$ cat config.mk
export PLATFORM = sky130hd
export DESIGN_NAME = rx_window_controller
export DESIGN_NICKNAME = d
export VERILOG_FILES = /design/src/rtl/rx_window_controller.sv
export SDC_FILE = /design/constraint.sdc
export NUM_CORES = 1
export LEC_CHECK = 0
export ABC_CLOCK_PERIOD_IN_PS = 4940
export BUFFER_PORTS_ARGS = -buffer_cell sky130_fd_sc_hd__buf_4
export CELL_PAD_IN_SITES_DETAIL_PLACEMENT = 0
export CELL_PAD_IN_SITES_GLOBAL_PLACEMENT = 2
export CORE_MARGIN = 5
export CORE_UTILIZATION = 34
export DETAILED_ROUTE_END_ITERATION = 6
export PLACE_DENSITY = 0.85
export SLEW_MARGIN = 5
export SYNTH_ARGS = -nofsm -noshare
export SYNTH_HDL_FRONTEND = slang
export SYNTH_SLANG_ARGS = --single-unit
export TNS_END_PERCENT = 50
$ cat constraint.sdc
create_clock -name crx_clk -period 4.94 [get_ports crx_clk]
set_clock_uncertainty 0.1 [all_clocks]
set_input_delay 0 -clock crx_clk [delete_from_list [all_inputs] [get_ports crx_clk]]
set_output_delay 0 -clock crx_clk [all_outputs]
set_load 0.1 [all_outputs]
$ cat src/rtl/rx_window_controller.sv
// Receive-window sequencer: gates the RX chain, paces sample strobes, runs the
// sample timebase and captures the first peak trigger or a listen timeout.
//
// state  | meaning
// IDLE   | waiting for a start with a non-zero window length
// FLUSH  | chain enabled, discarding samples while filters settle
// LISTEN | timebase running, waiting for a peak trigger or timeout
// DONE   | one-cycle end-of-window report
module rx_window_controller #(
    parameter int SAMPLE_PERIOD = 128,
    parameter int FLUSH_SAMPLES = 64,
    parameter int TIME_W        = 16
) (
    input  logic                crx_clk,
    input  logic                rrx_rst,
    input  logic                erx_en,
    input  logic                i_start,
    input  logic [TIME_W-1:0]   i_window_len,
    input  logic                i_abort,
    input  logic                i_peak_trigger,
    input  logic [3:0]          i_peak_seq,
    input  logic signed [15:0]  i_peak_value,
    output logic                o_rx_en,
    output logic                o_sample_strobe,
    output logic [TIME_W-1:0]   o_current_time,
    output logic                o_busy,
    output logic                o_done,
    output logic                o_detected,
    output logic                o_timeout,
    output logic [3:0]          o_det_seq,
    output logic signed [15:0]  o_det_value,
    output logic [TIME_W-1:0]   o_det_time
);

    localparam logic [1:0] ST_IDLE   = 2'd0;
    localparam logic [1:0] ST_FLUSH  = 2'd1;
    localparam logic [1:0] ST_LISTEN = 2'd2;
    localparam logic [1:0] ST_DONE   = 2'd3;

    localparam int PRESC_W = $clog2(SAMPLE_PERIOD);
    localparam int FLUSH_W = (FLUSH_SAMPLES > 1) ? $clog2(FLUSH_SAMPLES) : 1;

    localparam logic [PRESC_W-1:0] PRESC_LAST = PRESC_W'(SAMPLE_PERIOD - 1);
    localparam logic [FLUSH_W-1:0] FLUSH_LOAD = FLUSH_W'(FLUSH_SAMPLES - 1);

    logic [1:0]          state_q,     state_d;
    logic [PRESC_W-1:0]  presc_q,     presc_d;
    logic [FLUSH_W-1:0]  flush_cnt_q, flush_cnt_d;
    logic [TIME_W-1:0]   time_q,      time_d;
    logic [TIME_W-1:0]   len_q,       len_d;
    logic                rx_en_q,     rx_en_d;
    logic                detected_q,  detected_d;
    logic                timeout_q,   timeout_d;
    logic [3:0]          det_seq_q,   det_seq_d;
    logic signed [15:0]  det_value_q, det_value_d;
    logic [TIME_W-1:0]   det_time_q,  det_time_d;

    logic busy;
    logic strobe;

    assign busy   = (state_q == ST_FLUSH) || (state_q == ST_LISTEN);
    assign strobe = busy && erx_en && (presc_q == PRESC_LAST);

    always_comb begin
        state_d     = state_q;
        presc_d     = presc_q;
        flush_cnt_d = flush_cnt_q;
        time_d      = time_q;
        len_d       = len_q;
        rx_en_d     = rx_en_q;
        detected_d  = detected_q;
        timeout_d   = timeout_q;
        det_seq_d   = det_seq_q;
        det_value_d = det_value_q;
        det_time_d  = det_time_q;

        // With the global enable low everything holds; only the output gate drops rx_en.
        if (erx_en) begin
            case (state_q)
                ST_IDLE: begin
                    if (i_start && (i_window_len != '0)) begin
                        len_d       = i_window_len;
                        detected_d  = 1'b0;
                        timeout_d   = 1'b0;
                        det_seq_d   = '0;
                        det_value_d = '0;
                        det_time_d  = '0;
                        presc_d     = '0;
                        flush_cnt_d = FLUSH_LOAD;
                        state_d     = ST_FLUSH;
                    end
                end
                ST_FLUSH, ST_LISTEN: begin
                    presc_d = strobe ? '0 : presc_q + PRESC_W'(1);
                    if (i_abort) begin
                        state_d = ST_IDLE;
                    end else if (state_q == ST_FLUSH) begin
                        if (strobe) begin
                            if (flush_cnt_q == '0) begin
                                state_d = ST_LISTEN;
                                time_d  = '0;
                            end else begin
                                flush_cnt_d = flush_cnt_q - FLUSH_W'(1);
                            end
                        end
                    end else begin
                        if (strobe) begin
                            time_d = time_q + TIME_W'(1);
                        end
                        // A trigger on the final strobe still counts as a detection.
                        if (i_peak_trigger) begin
                            det_seq_d   = i_peak_seq;
                            det_value_d = i_peak_value;
                            det_time_d  = time_q;
                            detected_d  = 1'b1;
                            state_d     = ST_DONE;
                        end else if (strobe && (time_q == len_q - TIME_W'(1))) begin
                            timeout_d = 1'b1;
                            state_d   = ST_DONE;
                        end
                    end
                end
                default: begin
                    state_d = ST_IDLE;
                end
            endcase
            rx_en_d = (state_d == ST_FLUSH) || (state_d == ST_LISTEN);
        end
    end

    always_ff @(posedge crx_clk) begin
        if (rrx_rst) begin
            state_q     <= ST_IDLE;
            presc_q     <= '0;
            flush_cnt_q <= '0;
            time_q      <= '0;
            len_q       <= '0;
            rx_en_q     <= 1'b0;
            detected_q  <= 1'b0;
            timeout_q   <= 1'b0;
            det_seq_q   <= '0;
            det_value_q <= '0;
            det_time_q  <= '0;
        end else begin
            state_q     <= state_d;
            presc_q     <= presc_d;
            flush_cnt_q <= flush_cnt_d;
            time_q      <= time_d;
            len_q       <= len_d;
            rx_en_q     <= rx_en_d;
            detected_q  <= detected_d;
            timeout_q   <= timeout_d;
            det_seq_q   <= det_seq_d;
            det_value_q <= det_value_d;
            det_time_q  <= det_time_d;
        end
    end

    assign o_rx_en         = rx_en_q & erx_en;
    assign o_sample_strobe = strobe;
    assign o_current_time  = time_q;
    assign o_busy          = busy;
    assign o_done          = (state_q == ST_DONE);
    assign o_detected      = detected_q;
    assign o_timeout       = timeout_q;
    assign o_det_seq       = det_seq_q;
    assign o_det_value     = det_value_q;
    assign o_det_time      = det_time_q;

endmodule

==> flow_summary.toml <==
[worst_setup_path]
critPathRequiredTime_ns = 5.10
reg2regPathDepth = 9
cp_num_buf_inv = 1
cp.arrival_ns = 2.99
crit_type = "flip-flop to flip-flop"
path_cells = "inv_1 -> ha_1 -> nand4_1 -> or2_2 -> o21ai_0 -> nor4b_4 -> a21oi_1 -> o21a_1 -> nor3_1"
cp.depth = 9
cp-end-kind = "flip-flop"
cp-start-kind = "flip-flop"
path_max_fanout = 11
cp_slowest_stage_delay_ns = 0.48
cp_top_family = "simple AND/OR/NAND/NOR gates"
slowest_stage = "ha_1"

[layout]
layout.cells.non_filler = 743
diodes = 0
final_common_cell = "buf_4"
fin_util_pct = 47.1
nets = 643
final_cell_mix = "buf_4 (101), nor2_1 (93), dfxtp_1 (86)"
area_growth_pct = 35.9
design_area_mm2 = 0.00563
drive_above_1_share_pct = 21.3

[power_and_ir_drop]
ir_worst_vdd_uv = 144
clkPwrFrac_pct = 40.3
pwr-share-comb_pct = 15.9
power.total_mw = 1.68
power_density_mw_per_mm2 = 298
p_sw_share_pct = 26.4
seq_power_share_pct = 43.8
power.switching_mw = 0.443
leakage_nw = 2.40
internal-power_mw = 1.24

[cts]
cts_tree = "yes"
cts_made_buffers = 9
postCtsSetupBuffers = 0
holdBufCountCts = 39
cts_resized = 0
h-tree-depth = 3
clock_latency_ns = 0.33
clk_pin_slew_ns = 0.06
numClockSinks = 86
cts_root_buf = "clkbuf_16"
clock_path_buffers = 2

[synthesis]
synth-simple-area-share_pct = 22.9
synth_area_leaders = "dfxtp_1 (42%), nor2_1 (8.4%), a22oi_1 (6.5%), xnor2_1 (4.9%), mux2i_1 (4.8%)"
synthMuxAreaShare_pct = 4.83
synth_top_flop_cell = "dfxtp_1"
synth_top_area_share_pct = 41.6
synth-xor-area-share_pct = 9.09
synthAdderAreaFrac_pct = 2.72
synthCells = 472
synthesis.nets = 523
synth_compound_area_share_pct = 13.9
ys_ff_latch = 86
synth_top_cell_by_area = "dfxtp_1"
ys_seq_area_share_pct = 41.6
syn_avg_cell_area_um2 = 8.78
synth_cell_types = 54
ys_async_sr_fraction_pct = 0
netlist_area_mm2 = 0.00414
yosysWarnings = 0
synth_top_family_by_area = "simple AND/OR/NAND/NOR gates"
synth_edf_count = 0

[flow_run]
drv_cap = 0

[floorplanning]
rows = 40
die_area_mm2 = 0.0145
dieWidth_um = 120
core_area_mm2 = 0.0120
die_h_um = 120
io_pins = 100
start_util_pct = 34.6

[global_routing]
grt_max_degree = 68
gr-total-overflow = 0
grt_antenna_before_repair = 0
track_usage_pct = 16.1
grt_pass1_wl_um = 19000
grt_pass1_vias = 3753

[sta]
fin_crit_sh_pct = 57.4
worst_slew_pin_slew_ns = 0.881
worst_hold_slack_ns = 0.0862
slew_viol_final = 0
fin_crit_ns = 2.83
setup-tns-final_ns = 0
slew_headroom_pct = 41.2
fmax_mhz = 353
rsz0062_at_grt = "no"
setup_slack_ns = 2.11
setup_viol = 0
hold_viol_final = 0

[min_path]
min_path_type = "primary input to flip-flop"
min_path_cells = 2

[drt]
dr.pass1.iters = 5
routed_via_density = 5.10
wl_per_cell_um = 15.6
drc = 0
drtIter0Drc = 149
ant_nets = 0
finalWirelength_um = 11600
vias = 3788

[placed_design]
place_inst = 689
dp_hpwl_um = 8100
port_buffers = 99
place_congestion = 0.786
place_ws_ns = 2.09
placed_area_mm2 = 0.00494

[outcome]
run_status = "complete, no violations"
==> final timing paths <==
path / start / slack [ns] / end
worst max-delay path: state_q[0] / 2.11 / flush_cnt_q[5]
worst min register to register: o_timeout / 0.37 / o_timeout
worst min-delay path: rrx_rst / 0.09 / len_q[9]
worst max register to register: state_q[0] / 2.11 / flush_cnt_q[5]
==> synthesized netlist by cell type, types with 2 or more instances <==
master	n
inv_1	15
nand2b_1	3
and3_1	6
a31oi_1	3
o211ai_1	2
nor3_1	11
clkbuf_1	18
a22oi_1	36
and4_1	2
nor4_4	2
nand2_1	24
a21o_1	4
o21ai_1	3
and2_1	2
o21ai_0	2
a21boi_0	2
nor2_1	93
o2111ai_1	3
xnor2_1	23
a21oi_1	8
dfxtp_1	86
buf_2	6
a211oi_1	3
nand4_1	16
buf_4	5
nor4_1	7
ha_1	9
nand3_1	10
mux2i_1	20
nor2b_1	4
xor2_1	20
nor3b_1	2
==> per-layer routing <==
metal	vias to the layer above	routed length, µm	global-route usage (%)
met3	13	844	4.58
met2	107	5030	25.3
met1	1772	5530	21.1
li1	1896	-	-
met5	-	0	0
met4	0	177	5.95
==> kinds of logic after synthesis <==
group	after synthesis
compound gates	77
xor+xnor	43
fa+ha+maj	9
buf+inv	46
flops	86
mux	20
simple gates	191
==> registers in the layout, summed over array words and instances, names as in the netlist <==
| name | count |
|---|---|
| len_q | 16 |
| o_det_value | 16 |
| o_det_time | 16 |
| flush_cnt_q | 6 |
| o_current_time | 16 |
| o_timeout | 1 |
| o_det_seq | 4 |
| o_detected | 1 |
| presc_q | 7 |
| rx_en_q | 1 |
| state_q | 2 |
==> power groups by stage <==
stage / Sequential, mW / Clock, mW / Combinational, mW
floorplan: 0.752 / 0 / 0.173
CTS: 0.736 / 0.700 / 0.269
global placement: 0.750 / 0 / 0.240
global route: 0.738 / 0.733 / 0.294
detailed placement: 0.751 / 0 / 0.243
finish: 0.736 / 0.676 / 0.267
==> final cells by class <==
type,instances,area [µm²]
Multi-Input combinational cell,340,2220
Fill cell,1151,6330
Inverter,15,56.3
Timing Repair Buffer,140,1150
Clock inverter,5,60.1
Tap cell,147,184
Clock buffer,10,239
Sequential cell,86,1720
(Power assumes the default switching activity.)
